File: src/rtl/rom_seq_reader_if.sv
// Command, ROM read bus and output stream of the ROM address sequencer.
// The sequencer uses the master modport; the ROM/consumer side uses slave.
interface rom_seq_reader_if #(
   parameter int AW = 4,
   parameter int DW = 4
);
   logic          start;
   logic [AW-1:0] base_addr;
   logic [AW:0]   len;
   logic          rom_en;
   logic [AW-1:0] rom_addr;
   logic [DW-1:0] rom_data;
   logic [DW-1:0] out_data;
   logic          out_valid;
   logic          out_ready;
   logic          busy;
   logic          done;

   modport master (
      input  start, base_addr, len, rom_data, out_ready,
      output rom_en, rom_addr, out_data, out_valid, busy, done
   );

   modport slave (
      output start, base_addr, len, rom_data, out_ready,
      input  rom_en, rom_addr, out_data, out_valid, busy, done
   );
endinterface

File: src/rtl/rom_seq_reader.sv
// Walks a contiguous ROM address range one read at a time and streams each
// returned word out on a valid/ready handshake; back-pressure stalls the walk.
module rom_seq_reader #(
   parameter int AW       = 4,
   parameter int DW       = 4,
   parameter int READ_LAT = 1
) (
   input logic               clk,
   input logic               rst,
   rom_seq_reader_if.master  bus
);

   typedef enum logic [1:0] {
      IDLE,
      ISSUE,
      WAIT,
      HOLD
   } state_t;

   localparam logic [2:0]  LAT_INIT = 3'(READ_LAT);
   localparam logic [AW:0] ONE      = (AW+1)'(1);

   state_t      state;
   logic [AW:0] remaining;
   logic [2:0]  lat_cnt;

   always_ff @(posedge clk or posedge rst) begin
      if (rst) begin
         state         <= IDLE;
         remaining     <= '0;
         lat_cnt       <= '0;
         bus.rom_en    <= 1'b0;
         bus.rom_addr  <= '0;
         bus.out_data  <= '0;
         bus.out_valid <= 1'b0;
         bus.busy      <= 1'b0;
         bus.done      <= 1'b0;
      end else begin
         bus.done <= 1'b0;
         case (state)
            IDLE: begin
               if (bus.start) begin
                  if (bus.len != '0) begin
                     bus.rom_addr <= bus.base_addr;
                     remaining    <= bus.len;
                     bus.busy     <= 1'b1;
                     bus.rom_en   <= 1'b1;
                     state        <= ISSUE;
                  end else begin
                     // Empty walk: acknowledge without touching the ROM.
                     bus.done <= 1'b1;
                  end
               end
            end

            ISSUE: begin
               bus.rom_en <= 1'b0;
               lat_cnt    <= LAT_INIT;
               state      <= WAIT;
            end

            WAIT: begin
               // Capture on the edge that takes the counter from 1 to 0.
               if (lat_cnt == 3'd1) begin
                  bus.out_data  <= bus.rom_data;
                  bus.out_valid <= 1'b1;
                  lat_cnt       <= '0;
                  state         <= HOLD;
               end else begin
                  lat_cnt <= lat_cnt - 3'd1;
               end
            end

            HOLD: begin
               if (bus.out_ready) begin
                  bus.out_valid <= 1'b0;
                  remaining     <= remaining - ONE;
                  if (remaining > ONE) begin
                     bus.rom_addr <= bus.rom_addr + 1'b1;
                     bus.rom_en   <= 1'b1;
                     state        <= ISSUE;
                  end else begin
                     bus.done <= 1'b1;
                     bus.busy <= 1'b0;
                     state    <= IDLE;
                  end
               end
            end

            default: state <= IDLE;
         endcase
      end
   end

endmodule

File: src/flat_wrapper.sv
// flat-port wrapper written by rule: the top's interface ports become plain ports
module rom_seq_reader_flat 
#(
   parameter int AW       = 4,
   parameter int DW       = 4,
   parameter int READ_LAT = 1
)
  (clk, rst, bus_start, bus_base_addr, bus_len, bus_rom_data, bus_out_ready, bus_rom_en, bus_rom_addr, bus_out_data, bus_out_valid, bus_busy, bus_done);
  rom_seq_reader_if #(.AW(AW), .DW(DW)) bus_i ();
  input logic clk;
  input logic rst;
  input wire logic [$bits(bus_i.start)-1:0] bus_start;
  input wire logic [$bits(bus_i.base_addr)-1:0] bus_base_addr;
  input wire logic [$bits(bus_i.len)-1:0] bus_len;
  input wire logic [$bits(bus_i.rom_data)-1:0] bus_rom_data;
  input wire logic [$bits(bus_i.out_ready)-1:0] bus_out_ready;
  output wire logic [$bits(bus_i.rom_en)-1:0] bus_rom_en;
  output wire logic [$bits(bus_i.rom_addr)-1:0] bus_rom_addr;
  output wire logic [$bits(bus_i.out_data)-1:0] bus_out_data;
  output wire logic [$bits(bus_i.out_valid)-1:0] bus_out_valid;
  output wire logic [$bits(bus_i.busy)-1:0] bus_busy;
  output wire logic [$bits(bus_i.done)-1:0] bus_done;
  assign bus_i.start = bus_start;
  assign bus_i.base_addr = bus_base_addr;
  assign bus_i.len = bus_len;
  assign bus_i.rom_data = bus_rom_data;
  assign bus_i.out_ready = bus_out_ready;
  assign bus_rom_en = bus_i.rom_en;
  assign bus_rom_addr = bus_i.rom_addr;
  assign bus_out_data = bus_i.out_data;
  assign bus_out_valid = bus_i.out_valid;
  assign bus_busy = bus_i.busy;
  assign bus_done = bus_i.done;
  rom_seq_reader #(.AW(AW), .DW(DW), .READ_LAT(READ_LAT)) u_core (.clk(clk), .rst(rst), .bus(bus_i));
endmodule
File: config.mk
export PLATFORM = sky130hd
export DESIGN_NAME = rom_seq_reader_flat
export DESIGN_NICKNAME = d
export VERILOG_FILES = /design/src/rtl/rom_seq_reader_if.sv /design/src/rtl/rom_seq_reader.sv /design/src/flat_wrapper.sv
export SDC_FILE = /design/constraint.sdc
export NUM_CORES = 1
export LEC_CHECK = 0
export BUFFER_PORTS_ARGS = -buffer_cell sky130_fd_sc_hd__clkbuf_2
export CELL_PAD_IN_SITES_DETAIL_PLACEMENT = 0
export CELL_PAD_IN_SITES_GLOBAL_PLACEMENT = 1
export CORE_MARGIN = 3
export CORE_UTILIZATION = 41
export CTS_CLUSTER_DIAMETER = 100
export CTS_CLUSTER_SIZE = 20
export DETAILED_ROUTE_END_ITERATION = 12
export PLACE_DENSITY = 0.81
export SYNTH_ARGS = -nofsm -noshare
export SYNTH_HDL_FRONTEND = slang
export SYNTH_SLANG_ARGS = --single-unit
File: constraint.sdc
create_clock -name clk -period 2.05 [get_ports clk]
set_input_delay 0.1025 -clock clk [delete_from_list [all_inputs] [get_ports clk]]
set_output_delay 0.1025 -clock clk [all_outputs]
set_load 0.1 [all_outputs]
==> out/qor.yml <==
status: "finished, final reports clean"
fill_cells: 290
io_pins: 29
grt_pass1_vias: 1207
ys_seq_elements: 22
num_vias: 1215
synthCells: 141
holdWs_ps: 10.6
path_cells: "inv_1, ha_1, nor4b_4, a211o_1, or2_1, a211o_1"
cts_tree: "built"
dr.pass1.iters: 4
ys_types: 39
ys_seq_area_share_pct: 39.7
dp_hpwl_mm: 2.29
finalMaxSlewViolations: 0
grt-ovfl-total: 0
antenna_found_initial: 0
finalNonFillerCells: 225
wl_per_cell_um: 13.9
cpPeakStageDelay_ps: 420
critical_path_class: "reg2reg"
finalNetCount: 209
period_needed_ps: 1920
start_util_pct: 44.4
die_x_um: 64.2
synth_area_um2: 1390
gp_congestion: 0.857
end_kind: "register"
drc: 0
layout-drive-gt1-share_pct: 32.0
hold_path.class: "in2reg"
viasPerCell: 5.40
drt_iter0_markers: 64
n_antenna_cell: 0
track_usage_pct: 16.6
rows: 20
die_y_um: 64.2
slowest_stage: "dfrtp_1"
antenna_left: 0
htree_levels: 1
clock-root-buffer: "clkbuf_4"
layout_commonest_cell: "clkbuf_2"
timing.slew.headroom_pct: 42.2
synth.area.top_cells: "dfrtp_1 (40%), ha_1 (9.0%), mux2i_1 (3.6%)"
yosysWarnings: 0
syn_nets: 168
dp.cells: 216
worstPathArrival_ps: 2140
worst_pin_slew_ps: 866
final_cell_mix: "clkbuf_2 (28), dfrtp_1 (22), nand2_1 (13)"
finalSetupTns_ps: 0
cp_max_fo: 5
io_buffers: 28
setup_viol: 0
coreArea_um2: 3130
path_common_cell: "a211o_1"
grt_pass1_wl_mm: 5.48
syn_to_final_growth_pct: 22.5
seq_area_um2: 551
maxCapViolations: 0
netlist.area_leader.share_pct: 39.7
grt_max_degree: 23
multi_input_area_um2: 796
clkLatencyLatePin_ps: 310
skew_ps: 2.37
cts_made_buffers: 3
totalWireLength_mm: 3.14
syn_area_per_cell_um2: 9.84
hold_violations: 0
synth_top_cell_by_area: "dfrtp_1"
startpoint_type: "register"
die_area_um2: 4120
clock_sinks: 22
cts_buffer_depth: 2
worstPathRequired_ps: 2270
fin_crit_sh_pct: 93.5
path_clk_slew_ps: 130
timing.fmax_mhz: 522
## layer usage
layer	up-vias	track usage (%)	wire [um]
met5	-	0	0
met4	0	6.33	54
met3	6	2.11	170
met2	37	27.2	1440
met1	576	22.1	1470
li1	596	-	-
## metrics by stage
| stage | setup WS (ps) | area [um^2] | utilization [%] |
|---|---|---|---|
| floorplan | 163 | 1390 | - |
| global placement | 105 | 1610 | 51.4 |
| detailed placement | 5.18 | 1610 | 51.4 |
| CTS | 84.0 | 1660 | 53.2 |
| global route | -16.1 | 1700 | 54.4 |
| finish | 133 | 1700 | 54.4 |
## cell type report
type	count	area share, %
sequential	22	32.4
tap	44	3.24
inverter	10	2.21
clock buffer	4	2.13
timing repair buffer	39	13.2
multi-input combinational	106	46.8
## kinds of logic (layout without fill, tap and decap cells)
logic type               Yosys count  in the layout  share of synthesized area, %
AO/OA/AOI/OAI                     41             41                          21.4
adder cells (fa/ha/maj)           10             10                          9.02
buffers and inverters             13             53                          4.06
flip-flops                        22             22                          39.7
multiplexers                      10             10                          7.66
AND/OR/NAND/NOR                   45             45                          18.2
## critical path: cells and delay by family, from the launching register on
kind,cells,cell delay (ps)
AOI/OAI and AO/OA,2,650
DFF,1,420
and+or+nand+nor,2,410
adders and majority gates,1,240
buffers and inverters,1,100
## cells in the mapped netlist, drive strengths merged
cell type / instances
a22o: 1
dfrtp: 22
a21oi: 6
o21ai: 10
nor3: 4
a211oi: 4
nand4: 3
nor2: 11
o31ai: 2
and4: 1
clkbuf: 2
a21boi: 1
o22ai: 3
nor2b: 4
o221a: 2
inv: 10
o2bb2ai: 1
ha: 10
a211o: 4
mux2: 5
o21bai: 1
buf: 1
mux2i: 5
a2bb2oi: 2
nand2: 13
nand3: 3
o22a: 1
nand2b: 2
or2: 1
a21o: 2
nor4bb: 1
a311oi: 1
nor4b: 2
## worst paths after layout
kind | from | to | slack [ps] | cells past startpoint
worst min-delay path | bus_rom_data[1] | u_core.bus.out_data[1] | 10 | 2
max in group asynchronous | rst | u_core.bus.out_valid | 1040 | 3
min in group asynchronous | rst | u_core.remaining[0] | 480 | 3
worst max-delay path | u_core.state[1] | u_core.remaining[0] | 130 | 6
worst min register to register | u_core.bus.busy | u_core.bus.busy | 510 | 2
worst max register to register | u_core.state[1] | u_core.remaining[0] | 130 | 6
## repair_timing
item / in CTS / in global routing
setup buffers: 1 / 3
setup endpoints to repair: 1 / 5
hold buffers: 1 / 0
resized for setup: 0 / 3
pin swaps: 0 / 0
endpoints found under the hold margin: 22 / 0
## state kept, by name, indices dropped and copies added, names as in the netlist
register,cells
u_core.lat_cnt,3
u_core.bus.done,1
u_core.state,2
u_core.bus.out_data,4
u_core.bus.rom_addr,4
u_core.bus.rom_en,1
u_core.bus.busy,1
u_core.bus.out_valid,1
u_core.remaining,5
Power is left out: the tool's default activity adds up to more than one toggle a clock period on the data nets, which glitch-free logic cannot reach.
